[config.mk]
export PLATFORM = sky130hd
export DESIGN_NAME = wavelet_tap_feeder
export DESIGN_NICKNAME = d
export VERILOG_FILES = /design/src/rtl/wavelet_tap_feeder_pkg.sv /design/src/rtl/wavelet_tap_feeder_delay.sv /design/src/rtl/wavelet_tap_feeder.sv
export SDC_FILE = /design/constraint.sdc
export NUM_CORES = 1
export LEC_CHECK = 0
export CAP_MARGIN = 20
export CORE_MARGIN = 5
export CORE_UTILIZATION = 49
export DETAILED_ROUTE_END_ITERATION = 7
export GPL_TIMING_DRIVEN = 0
export HOLD_SLACK_MARGIN = 0.1
export PLACE_DENSITY = 0.85
export SKIP_LAST_GASP = 1
export SYNTH_ARGS = -nofsm -noshare
export SYNTH_HDL_FRONTEND = slang
export SYNTH_SLANG_ARGS = --single-unit
[constraint.sdc]
create_clock -name clk -period 3.4 [get_ports clk]
set_clock_uncertainty 0.15 [all_clocks]
set_input_delay 0.51 -clock clk [delete_from_list [all_inputs] [get_ports clk]]
set_output_delay 0.51 -clock clk [all_outputs]
set_load 0.005 [all_outputs]
[src/rtl/wavelet_tap_feeder_pkg.sv]
// Shared definitions for the wavelet filter-bank front end: default widths
// and the feeder control-state type.
package wavelet_tap_feeder_pkg;

    localparam int unsigned DEF_BITS_PER_ELEM  = 8;
    localparam int unsigned DEF_NUM_ELEM       = 7;
    localparam int unsigned DEF_SUM_TRUNCATION = 8;

    typedef enum logic [1:0] {
        FILL    = 2'd0,
        RUN     = 2'd1,
        ISSUE   = 2'd2,
        CAPTURE = 2'd3
    } feeder_state_t;

endpackage

[src/rtl/wavelet_tap_feeder_delay.sv]
// Parameterised tap delay line: element 0 (LSBs) is the newest sample,
// the oldest element falls off the top on each shift.
module tap_delay_line #(
    parameter int unsigned WIDTH = 8,
    parameter int unsigned DEPTH = 7
) (
    input  logic                   clk,
    input  logic                   clr,
    input  logic                   shift_en,
    input  logic [WIDTH-1:0]       din,
    output logic [DEPTH*WIDTH-1:0] taps
);

    always_ff @(posedge clk) begin
        if (clr) begin
            taps <= '0;
        end else if (shift_en) begin
            taps <= {taps[(DEPTH-1)*WIDTH-1:0], din};
        end
    end

endmodule

[src/rtl/wavelet_tap_feeder.sv]
// Sample feeder for the fir block: fills the tap delay line, strobes the
// filter every DECIMATE samples once full, and buffers the returned coefficient.
module wavelet_tap_feeder
    import wavelet_tap_feeder_pkg::*;
#(
    parameter int unsigned BITS_PER_ELEM  = DEF_BITS_PER_ELEM,
    parameter int unsigned NUM_ELEM       = DEF_NUM_ELEM,
    parameter int unsigned SUM_TRUNCATION = DEF_SUM_TRUNCATION,
    parameter int unsigned DECIMATE       = 1
) (
    input  logic                              clk,
    input  logic                              rst,
    input  logic [BITS_PER_ELEM-1:0]          i_sample,
    input  logic                              i_valid,
    output logic                              o_ready,
    output logic [NUM_ELEM*BITS_PER_ELEM-1:0] o_taps,
    output logic                              o_start_calc,
    input  logic [SUM_TRUNCATION-1:0]         i_wavelet,
    output logic [SUM_TRUNCATION-1:0]         o_result,
    output logic                              o_result_valid,
    input  logic                              i_result_ready
);

    localparam int unsigned FW = $clog2(NUM_ELEM + 1);
    localparam int unsigned DW = $clog2(DECIMATE + 1);
    localparam logic [FW-1:0] FILL_LAST = FW'(NUM_ELEM - 1);
    localparam logic [FW-1:0] FILL_FULL = FW'(NUM_ELEM);
    localparam logic [DW-1:0] DEC_LAST  = DW'(DECIMATE - 1);

    feeder_state_t state, state_nxt;
    logic [FW-1:0] fill_cnt;
    logic [DW-1:0] dec_cnt;
    logic          trig_next;
    logic          accept;
    logic          result_blocked;

    always_ff @(posedge clk) begin
        if (rst) begin
            state <= FILL;
        end else begin
            state <= state_nxt;
        end
    end

    always_comb begin
        state_nxt      = state;
        o_ready        = 1'b0;
        o_start_calc   = 1'b0;
        trig_next      = 1'b0;
        result_blocked = o_result_valid && !i_result_ready;
        case (state)
            FILL: begin
                o_ready   = 1'b1;
                trig_next = (fill_cnt == FILL_LAST);
            end
            RUN: begin
                // A trigger may only be accepted if the result slot is free by capture time
                trig_next = (dec_cnt == DEC_LAST);
                o_ready   = !(trig_next && result_blocked);
            end
            ISSUE: begin
                o_start_calc = 1'b1;
                state_nxt    = CAPTURE;
            end
            CAPTURE: state_nxt = RUN;
            default: state_nxt = FILL;
        endcase
        if (rst) begin
            o_ready      = 1'b0;
            o_start_calc = 1'b0;
        end
        accept = i_valid && o_ready;
        if (accept && trig_next) begin
            state_nxt = ISSUE;
        end
    end

    always_ff @(posedge clk) begin
        if (rst) begin
            fill_cnt <= '0;
            dec_cnt  <= '0;
        end else if (accept) begin
            if (fill_cnt != FILL_FULL) begin
                fill_cnt <= fill_cnt + FW'(1);
            end
            if (trig_next) begin
                dec_cnt <= '0;
            end else if (state == RUN) begin
                dec_cnt <= dec_cnt + DW'(1);
            end
        end
    end

    // Capture takes priority over a same-edge consume
    always_ff @(posedge clk) begin
        if (rst) begin
            o_result       <= '0;
            o_result_valid <= 1'b0;
        end else if (state == CAPTURE) begin
            o_result       <= i_wavelet;
            o_result_valid <= 1'b1;
        end else if (i_result_ready) begin
            o_result_valid <= 1'b0;
        end
    end

    tap_delay_line #(
        .WIDTH (BITS_PER_ELEM),
        .DEPTH (NUM_ELEM)
    ) u_tap_delay_line (
        .clk      (clk),
        .clr      (rst),
        .shift_en (accept),
        .din      (i_sample),
        .taps     (o_taps)
    );

endmodule

==> results of run 1 <==
## how the worst max path moves through the flow
stage                    to
finish              o_ready
global route        o_ready
CTS                 o_ready
detailed placement  o_ready
global placement    o_ready
floorplan           o_ready
## area by class of cell
type | count | area [µm²]
fill | 414 | 1570
sequential | 71 | 1420
multi-input combinational | 204 | 1110
timing repair buffer | 85 | 851
buffer | 28 | 160
clock buffer | 12 | 155
tap | 72 | 90.1
clock inverter | 4 | 77.6
inverter | 2 | 7.51
## per-layer routing
layer | vias to the layer above | wire length [µm] | global-route usage | share of wire
met4 | 0 | 132 | 0.0906 | 0.018
met1 | 1211 | 3200 | 0.261 | 0.44
met2 | 80 | 3480 | 0.338 | 0.48
met5 | - | 0 | 0 | 0
met3 | 15 | 462 | 0.0461 | 0.064
li1 | 1257 | - | - | -
## Yosys cell counts
| cell | instances |
|---|---|
| sky130_fd_sc_hd__a211o_1 | 1 |
| sky130_fd_sc_hd__a211oi_1 | 1 |
| sky130_fd_sc_hd__a21o_1 | 1 |
| sky130_fd_sc_hd__a21oi_1 | 10 |
| sky130_fd_sc_hd__a31o_2 | 16 |
| sky130_fd_sc_hd__and2_1 | 1 |
| sky130_fd_sc_hd__and3_1 | 16 |
| sky130_fd_sc_hd__buf_1 | 4 |
| sky130_fd_sc_hd__buf_2 | 8 |
| sky130_fd_sc_hd__buf_4 | 2 |
| sky130_fd_sc_hd__buf_6 | 5 |
| sky130_fd_sc_hd__clkbuf_1 | 9 |
| sky130_fd_sc_hd__dfxtp_1 | 71 |
| sky130_fd_sc_hd__ha_1 | 3 |
| sky130_fd_sc_hd__inv_1 | 1 |
| sky130_fd_sc_hd__inv_2 | 1 |
| sky130_fd_sc_hd__mux2i_1 | 2 |
| sky130_fd_sc_hd__nand2_1 | 53 |
| sky130_fd_sc_hd__nand2_2 | 1 |
| sky130_fd_sc_hd__nand2b_1 | 1 |
| sky130_fd_sc_hd__nand3_1 | 49 |
| sky130_fd_sc_hd__nand4bb_2 | 1 |
| sky130_fd_sc_hd__nor2_1 | 1 |
| sky130_fd_sc_hd__nor3b_1 | 2 |
| sky130_fd_sc_hd__nor3b_2 | 1 |
| sky130_fd_sc_hd__nor4b_1 | 1 |
| sky130_fd_sc_hd__o211a_1 | 1 |
| sky130_fd_sc_hd__o21ai_0 | 3 |
| sky130_fd_sc_hd__o21ai_1 | 39 |
## cell families after synthesis
kind of cell	share of synthesized area
and+or+nand+nor	0.229
buffers and inverters	0.0621
DFF	0.526
adders and majority gates	0.0139
muxes	0.00741
AOI/OAI and AO/OA	0.161
## through the flow
| stage | power (mW) | instances | cell area, µm² |
|---|---|---|---|
| after global routing | 1.84 | 478 | 3870 |
| after global placement | 1.03 | 462 | 3640 |
| after CTS | 1.79 | 478 | 3870 |
| after floorplan | 0.954 | 305 | 2700 |
| final | 1.78 | 478 | 3870 |
| after detailed placement | 1.03 | 462 | 3640 |
## state kept, by name, summed over array words and instances, names as in the netlist
register and flops:
fill_cnt 3, state 2, dec_cnt 1, o_result_valid 1, o_result 8, u_tap_delay_line.taps 56
## critical path, delay by kind of cell
kind / cells / cell delay (ns)
and+or+nand+nor: 2 / 0.42
buffers and inverters: 3 / 1.25
## power by group through the flow
stage / combinational [mW] / sequential (mW) / clock [mW]
after floorplan: 0.0671 / 0.887 / 0
after global placement: 0.141 / 0.889 / 0
after detailed placement: 0.143 / 0.890 / 0
after CTS: 0.145 / 0.871 / 0.770
after global routing: 0.158 / 0.874 / 0.806
final: 0.144 / 0.871 / 0.766
## cells in the final DEF (no fill, tap or decap)
cell type                          n
sky130_fd_sc_hd__a211o_1           1
sky130_fd_sc_hd__a211oi_1          1
sky130_fd_sc_hd__a21o_1            1
sky130_fd_sc_hd__a21oi_1          10
sky130_fd_sc_hd__a31o_2           16
sky130_fd_sc_hd__and2_1            1
sky130_fd_sc_hd__and3_1           16
sky130_fd_sc_hd__buf_1             4
sky130_fd_sc_hd__buf_2             8
sky130_fd_sc_hd__buf_4             2
sky130_fd_sc_hd__buf_6             5
sky130_fd_sc_hd__bufinv_16         2
sky130_fd_sc_hd__clkbuf_1         10
sky130_fd_sc_hd__clkbuf_8         11
sky130_fd_sc_hd__clkdlybuf4s50_1  85
sky130_fd_sc_hd__clkinv_4          2
sky130_fd_sc_hd__dfxtp_1          71
sky130_fd_sc_hd__ha_1              3
sky130_fd_sc_hd__inv_1             1
sky130_fd_sc_hd__inv_2             1
sky130_fd_sc_hd__mux2i_1           2
sky130_fd_sc_hd__nand2_1          53
sky130_fd_sc_hd__nand2_2           1
sky130_fd_sc_hd__nand2b_1          1
sky130_fd_sc_hd__nand3_1          49
sky130_fd_sc_hd__nand4bb_2         1
sky130_fd_sc_hd__nor2_1            1
sky130_fd_sc_hd__nor3b_1           2
sky130_fd_sc_hd__nor3b_2           1
sky130_fd_sc_hd__nor4b_1           1
sky130_fd_sc_hd__o211a_1           1
sky130_fd_sc_hd__o21ai_0           3
sky130_fd_sc_hd__o21ai_1          39
==> impl_metrics.ini, run 1 <==
[timing]
timing.slew.headroom = 0.666
timing.setup.tns_ns = 0
portion_of_the_clock_cycle_consumed_by_the_worst_path_in_the_final_layout = 0.838
slew_worst_pin_ns = 0.495
timing.final.hold_violations = 0
setup_viol = 0
timing.hold.ws_ns = 0.303
achievable-frequency_mhz = 351
unrepaired_setup_endpoints_after_global_routing = no
setup_slack_ns = 0.550
drv_slew = 0
timing.final.crit_period_ns = 2.85

[critical_path]
timing.rr.end = fill_cnt[2]
r2r_slack_ns = 1.57
worstPathRequired_ns = 2.74
crit_start = i_result_ready
worst_path_most_repeated_cell = sky130_fd_sc_hd__clkdlybuf4s50_1
largest_stage_delay_on_the_critical_path_ns = 0.53
worst_r2r_startpoint = fill_cnt[1]
worstPathMaxFanout = 10
reg2regPathDepth = 5
crit_path_cell_trace = clkdlybuf4s50_1 > nand4bb_2 > buf_2 > nor3b_1 > clkdlybuf4s50_1
type_of_element_launching_the_critical_path = input port
worst_setup_path_end_kind = output port
startpoint_to_endpoint_class_of_the_critical_path = input port to output port
timing.critical_path.arrival_ns = 2.19
slowest_stage_cell_cp = sky130_fd_sc_hd__clkdlybuf4s50_1

[min_path]
hp-start = u_tap_delay_line.taps[48]
worst_hold_path.num_cells = 2
hold-path-endpoint = u_tap_delay_line.taps[48]
timing.hold.worst.class = register to register

[final_layout]
fin_util = 0.712
synthToLayoutAreaGrowth_pct = 43.5
diodes = 0
drive_above_1_share = 0.123
design.final.nets = 424

[power_and_ir_drop]
comb_power_share = 0.081
cell_internal_power_mw = 1.39
p_leak_nw = 1.47
cellPowerDensity_nw_per_um2 = 460
p_sw_mw = 0.395
switching_fraction_of_total_power = 0.222
power.sequential.fraction = 0.489
clock_power_share = 0.430
vdd_drop_max_uv = 317

[floorplanning]
die_h_um = 84.2
floorplan.io_pins = 87
placement_rows = 27
dieWidth_um = 84.2
core-area_um2 = 5440
die-area_um2 = 7090
start_util = 0.496

[placed_design]
gp_congestion = 0.791
place_worst_setup_slack_ns = 0.548
hpwl_um = 5340
portBuffers = 85

[grt]
grt_pass1_wl_um = 11800
grt_overflow = 0
groute.usage.overall = 0.207
first_global_vias = 2419
grt_antenna_before_repair = 0
grt_start_max_net_pins = 13

[clock_tree]
clock-sinks = 71
clk_root_buffer_cell = sky130_fd_sc_hd__clkbuf_8
post_cts_setup_buffer_count = 0
cts.clk_slew.worst_paths_ns = 0.07
cts-hold-fix-buffers = 0
clock_path_buffers = 2
tritoncts.num_buffers = 9
post_cts_resize_count = 0
tritoncts_clock_tree = yes
worstSkewPairLatency_ns = 0.34
cts-htree-levels = 3

[route]
viasPerCell = 5.36
route.final.wire_length_um = 7280
drt_iter0_markers = 172
drt-pass1-iter-count = 4
ant_nets = 0
drcViolationCount = 0
vias = 2563
wire_per_inst_um = 15.2

[synthesis]
yosysTopAreaCell = sky130_fd_sc_hd__dfxtp_1
syn-num-nets = 328
postSynthAreaPerCell_um2 = 8.85
synth-seq-cells = 71
synth_seq_area_share = 0.526
ys_types = 29
syn-cell-area_um2 = 2700
synth.area.top_cells = sky130_fd_sc_hd__dfxtp_1 53%, sky130_fd_sc_hd__nand3_1 9.1%, sky130_fd_sc_hd__nand2_1 7.4%
syn_inst = 305
post-synth-top-area-fraction = 0.526
yosys_warnings = 0

[job]
cap_viol_max_count = 0

[outcome]
run_status = complete, no violations
Note: power is estimated with default switching activity, not from simulation.
==> run 2, diff against run 1 <==
--- a/config.mk
+++ b/config.mk
@@ -7,11 +7,11 @@
 export LEC_CHECK = 0
 export CAP_MARGIN = 20
 export CORE_MARGIN = 5
-export CORE_UTILIZATION = 49
+export CORE_UTILIZATION = 46
 export DETAILED_ROUTE_END_ITERATION = 7
 export GPL_TIMING_DRIVEN = 0
 export HOLD_SLACK_MARGIN = 0.1
-export PLACE_DENSITY = 0.85
+export PLACE_DENSITY = 0.81
 export SKIP_LAST_GASP = 1
 export SYNTH_ARGS = -nofsm -noshare
 export SYNTH_HDL_FRONTEND = slang
==> constraint.sdc (replaced) <==
create_clock -name clk -period 2.7 [get_ports clk]
set_clock_uncertainty 0.15 [all_clocks]
set_input_delay 0.405 -clock clk [delete_from_list [all_inputs] [get_ports clk]]
set_output_delay 0.405 -clock clk [all_outputs]
set_load 0.005 [all_outputs]
==> impl_metrics.ini, run 2 (same netlist as run 1, synthesis figures left out) <==
[timing]
timing.setup.tns_ns = 0
timing.final.hold_violations = 0
drv_slew = 0
achievable-frequency_mhz = 380
slew_worst_pin_ns = 0.529
setup_viol = 0
unrepaired_setup_endpoints_after_global_routing = no
portion_of_the_clock_cycle_consumed_by_the_worst_path_in_the_final_layout = 0.975
timing.slew.headroom = 0.647
timing.final.crit_period_ns = 2.63

[floorplanning]
dieWidth_um = 86.6
floorplan.io_pins = 87
die-area_um2 = 7500
die_h_um = 86.6
placement_rows = 28
start_util = 0.464
core-area_um2 = 5820

[critical_path]
timing.rr.end = fill_cnt[2]
worstPathMaxFanout = 10
largest_stage_delay_on_the_critical_path_ns = 0.47
crit_path_cell_trace = clkdlybuf4s50_1 > nand4bb_2 > buf_4 > nor3b_2 > clkdlybuf4s50_1
worst_path_most_repeated_cell = sky130_fd_sc_hd__clkdlybuf4s50_1
reg2regPathDepth = 5
r2r_slack_ns = 0.85
worst_r2r_startpoint = fill_cnt[0]
startpoint_to_endpoint_class_of_the_critical_path = input port to output port
timing.critical_path.arrival_ns = 2.08
worst_setup_path_end_kind = output port
worstPathRequired_ns = 2.14
slowest_stage_cell_cp = sky130_fd_sc_hd__clkdlybuf4s50_1
type_of_element_launching_the_critical_path = input port

[route]
route.final.wire_length_um = 7520
drt-pass1-iter-count = 4
viasPerCell = 5.33
vias = 2562
drt_iter0_markers = 157
drcViolationCount = 0
wire_per_inst_um = 15.6
ant_nets = 0

[clock_tree]
clk_root_buffer_cell = sky130_fd_sc_hd__clkbuf_8
cts-htree-levels = 3
cts.clk_slew.worst_paths_ns = 0.07
worstSkewPairLatency_ns = 0.34
tritoncts.num_buffers = 9
tritoncts_clock_tree = yes
clock-sinks = 71
post_cts_setup_buffer_count = 0
clock_path_buffers = 2

[final_layout]
registers.top_by_ff_count = u_tap_delay_line.taps
most_common_library_cell_in_the_layout_ignoring_fill_and_taps = sky130_fd_sc_hd__clkdlybuf4s50_1
drive_above_1_share = 0.128
diodes = 0
mostFrequentLayoutCells = 85 x sky130_fd_sc_hd__clkdlybuf4s50_1, 71 x sky130_fd_sc_hd__dfxtp_1, 53 x sky130_fd_sc_hd__nand2_1
reg_top3 = u_tap_delay_line.taps: 56 flops, o_result: 8 flops, fill_cnt: 3 flops
design.final.nets = 424
synthToLayoutAreaGrowth_pct = 44.7
largest_reg_flops = 56

[placed_design]
hpwl_um = 5440
portBuffers = 85
gp_congestion = 0.778

[grt]
grt_util_met2 = 0.330
grt_antenna_before_repair = 0
grt_start_max_net_pins = 13
first_global_vias = 2466
grt_pass1_wl_um = 12300
met3_usage = 0.0475
global_route.usage.met1 = 0.278
grt_overflow = 0
groute.usage.overall = 0.209
grt.busiest_layer = met2

[power_and_ir_drop]
cellPowerDensity_nw_per_um2 = 599
p_leak_nw = 1.48
vdd_drop_max_uv = 344
totalPowerFinal_mw = 2.34

[outcome]
run_status = complete, no violations

[min_path]
hold-path-endpoint = fill_cnt[0]
hp-start = rst
timing.hold.worst.class = input port to register
worst_hold_path.num_cells = 3

[job]
cap_viol_max_count = 0
[run 2: layout make-up]
type                       instances  area (µm²)
buffer                            28         163
clock inverter                     5         104
multi-input combinational        204        1120
sequential                        71        1420
inverter                           2        7.51
fill                             495        1910
tap                               75        93.8
timing repair buffer              85         851
clock buffer                      11         151
[run 2: critical path, delay by kind of cell]
family        cells  cell delay (ns)
buf+inv           3             1.14
simple gates      2             0.53
[run 2: metrics by stage]
step,utilization,hold slack (ns),instance area (µm²),std cells,setup slack (ns)
finish,0.672,0.247,3910,481,0.0665
global route,0.672,0.278,3910,481,0.0246
CTS,0.671,0.242,3900,481,0.0469
detailed placement,0.627,0.295,3640,465,0.00227
global placement,0.627,0.288,3640,465,0.0494
floorplan,-,0.295,2700,305,1.03
[run 2: report_power, final]
part | switching, mW | internal, mW
sequential | 0.0231 | 1.07
combinational | 0.0861 | 0.0977
clock | 0.398 | 0.664
[run 2: layer usage]
layer  wire, µm  vias to the layer above
li1           -                     1266
met1       3400                     1212
met2       3610                       76
met3        405                        8
met4        104                        0
met5          0                        -
[run 2: how the worst max path moves through the flow]
| stage | start | to | slack, ns |
|---|---|---|---|
| global placement | i_result_ready | o_ready | 0.05 |
| floorplan | fill_cnt[0] | fill_cnt[2] | 1.03 |
| global route | i_result_ready | o_ready | 0.02 |
| finish | i_result_ready | o_ready | 0.07 |
| CTS | i_result_ready | o_ready | 0.05 |
| detailed placement | i_result_ready | o_ready | 0.002 |
[run 2: timing repair]
item,in CTS,in global routing
endpoints found under the setup margin,1,1
gates resized for setup,1,1
hold buffers,0,0
==> run 3, diff against run 2 <==
==> constraint.sdc (replaced) <==
create_clock -name clk -period 2.7 [get_ports clk]
set_clock_uncertainty 0.15 [all_clocks]
set_input_delay 0.405 -clock clk [delete_from_list [all_inputs] [get_ports clk]]
set_output_delay 0.405 -clock clk [all_outputs]
set_load 0.01 [all_outputs]
==> impl_metrics.ini, run 3 (same netlist as run 1, synthesis figures left out) <==
[outcome]
run_status = complete, no violations

[timing]
achievable-frequency_mhz = 389
timing.setup.tns_ns = 0
timing.slew.headroom = 0.645
unrepaired_setup_endpoints_after_global_routing = no
slew_worst_pin_ns = 0.533
portion_of_the_clock_cycle_consumed_by_the_worst_path_in_the_final_layout = 0.952
timing.final.hold_violations = 0
drv_slew = 0
timing.final.crit_period_ns = 2.57
setup_viol = 0

[grt]
grt_antenna_before_repair = 0
grt_start_max_net_pins = 13
grt_pass1_wl_um = 12300
grt_overflow = 0
first_global_vias = 2466
groute.usage.overall = 0.209

[critical_path]
worst_setup_path_end_kind = output port
worstPathMaxFanout = 10
r2r_slack_ns = 0.86
timing.rr.end = fill_cnt[2]
worstPathRequired_ns = 2.14
largest_stage_delay_on_the_critical_path_ns = 0.57
crit_path_cell_trace = clkdlybuf4s50_1 > nand4bb_4 > buf_4 > nor3b_2 > clkdlybuf4s50_1
startpoint_to_endpoint_class_of_the_critical_path = input port to output port
timing.critical_path.arrival_ns = 2.02
slowest_stage_cell_cp = sky130_fd_sc_hd__clkdlybuf4s50_1
type_of_element_launching_the_critical_path = input port
crit_start = i_result_ready
reg2regPathDepth = 5
worst_r2r_startpoint = fill_cnt[0]
worst_path_most_repeated_cell = sky130_fd_sc_hd__clkdlybuf4s50_1

[route]
viasPerCell = 5.32
route.final.wire_length_um = 7550
wire_per_inst_um = 15.7
drt_iter0_markers = 141
vias = 2557
ant_nets = 0
drt-pass1-iter-count = 4
drcViolationCount = 0

[power_and_ir_drop]
p_leak_nw = 1.48
vdd_drop_max_uv = 346
cellPowerDensity_nw_per_um2 = 600
totalPowerFinal_mw = 2.35

[final_layout]
reg_top3 = u_tap_delay_line.taps: 56 flops, o_result: 8 flops, fill_cnt: 3 flops
fin_util = 0.674
largest_reg_flops = 56
design.final.nets = 424
mostFrequentLayoutCells = 85 x sky130_fd_sc_hd__clkdlybuf4s50_1, 71 x sky130_fd_sc_hd__dfxtp_1, 53 x sky130_fd_sc_hd__nand2_1
synthToLayoutAreaGrowth_pct = 45.1
diodes = 0
fill_cell_count = 492
finalNonFillerCells = 481
drive_above_1_share = 0.128
registers.top_by_ff_count = u_tap_delay_line.taps
most_common_library_cell_in_the_layout_ignoring_fill_and_taps = sky130_fd_sc_hd__clkdlybuf4s50_1

[floorplanning]
die_h_um = 86.6
start_util = 0.464
die-area_um2 = 7500
placement_rows = 28
dieWidth_um = 86.6
core-area_um2 = 5820
floorplan.io_pins = 87

[min_path]
timing.hold.worst.class = input port to register
hold-path-endpoint = fill_cnt[0]
hp-start = rst
worst_hold_path.num_cells = 3

[clock_tree]
post_cts_setup_buffer_count = 0
cts.clk_slew.worst_paths_ns = 0.07
cts-hold-fix-buffers = 0
clk_root_buffer_cell = sky130_fd_sc_hd__clkbuf_8
worstSkewPairLatency_ns = 0.34
clock-sinks = 71
tritoncts_clock_tree = yes
cts-htree-levels = 3
tritoncts.num_buffers = 9
clock_path_buffers = 2

[placed_design]
gp_congestion = 0.778
numPlacedInstances = 465
portBuffers = 85
hpwl_um = 5440

[job]
cap_viol_max_count = 0
[run 3: cell types whose count changed in the layout (fill, tap and decap cells not counted)]
cell,delta
sky130_fd_sc_hd__nand4bb_2,-1
sky130_fd_sc_hd__nand4bb_4,+1
[run 3: how the worst max path moves through the flow]
stage | end | slack, ns | cells after the start
CTS | o_ready | 0.01 | 5
detailed placement | o_ready | -0.03 | 5
floorplan | fill_cnt[2] | 1.03 | 5
global placement | o_ready | 0.01 | 5
global route | o_ready | 0.07 | 5
finish | o_ready | 0.13 | 5
[run 3: layout make-up]
class | count | area, µm² | share of cell area
buffer | 28 | 163 | 0.0415
clock buffer | 11 | 151 | 0.0386
clock inverter | 5 | 104 | 0.0265
inverter | 2 | 7.51 | 0.00192
multi-input combinational | 204 | 1130 | 0.288
sequential | 71 | 1420 | 0.363
tap | 75 | 93.8 | 0.0239
timing repair buffer | 85 | 851 | 0.217
[run 3: routing by layer]
layer | track usage | part of all wire | wire length [µm]
met1 | 0.278 | 0.45 | 3390
met2 | 0.330 | 0.48 | 3620
met3 | 0.0475 | 0.057 | 427
met4 | 0.0807 | 0.014 | 107
met5 | 0 | 0 | 0
[run 3: power breakdown]
part	internal [mW]	total, mW	switching (mW)
logic	0.0983	0.193	0.0951
registers	1.07	1.10	0.0231
clock network	0.664	1.06	0.397
total	1.84	2.35	0.515
[run 3: through the flow]
| step | hold WS, ns | worst slack [ns] | cell area, µm² |
|---|---|---|---|
| final | 0.250 | 0.130 | 3920 |
| after global routing | 0.278 | 0.0651 | 3920 |
| after CTS | 0.242 | 0.0126 | 3900 |
| after detailed placement | 0.295 | -0.0320 | 3640 |
| after global placement | 0.288 | 0.0150 | 3640 |
| after floorplan | 0.302 | 1.03 | 2700 |
[run 3: repair_timing]
item / in CTS / in global routing
gates cloned: 0 / 0
gates resized for setup: 1 / 2
endpoints found under the setup margin: 1 / 1
[run 3: critical path, delay by kind of cell]
kind	cells	cell delay (ns)
buf+inv	3	1.23
simple gates	2	0.38
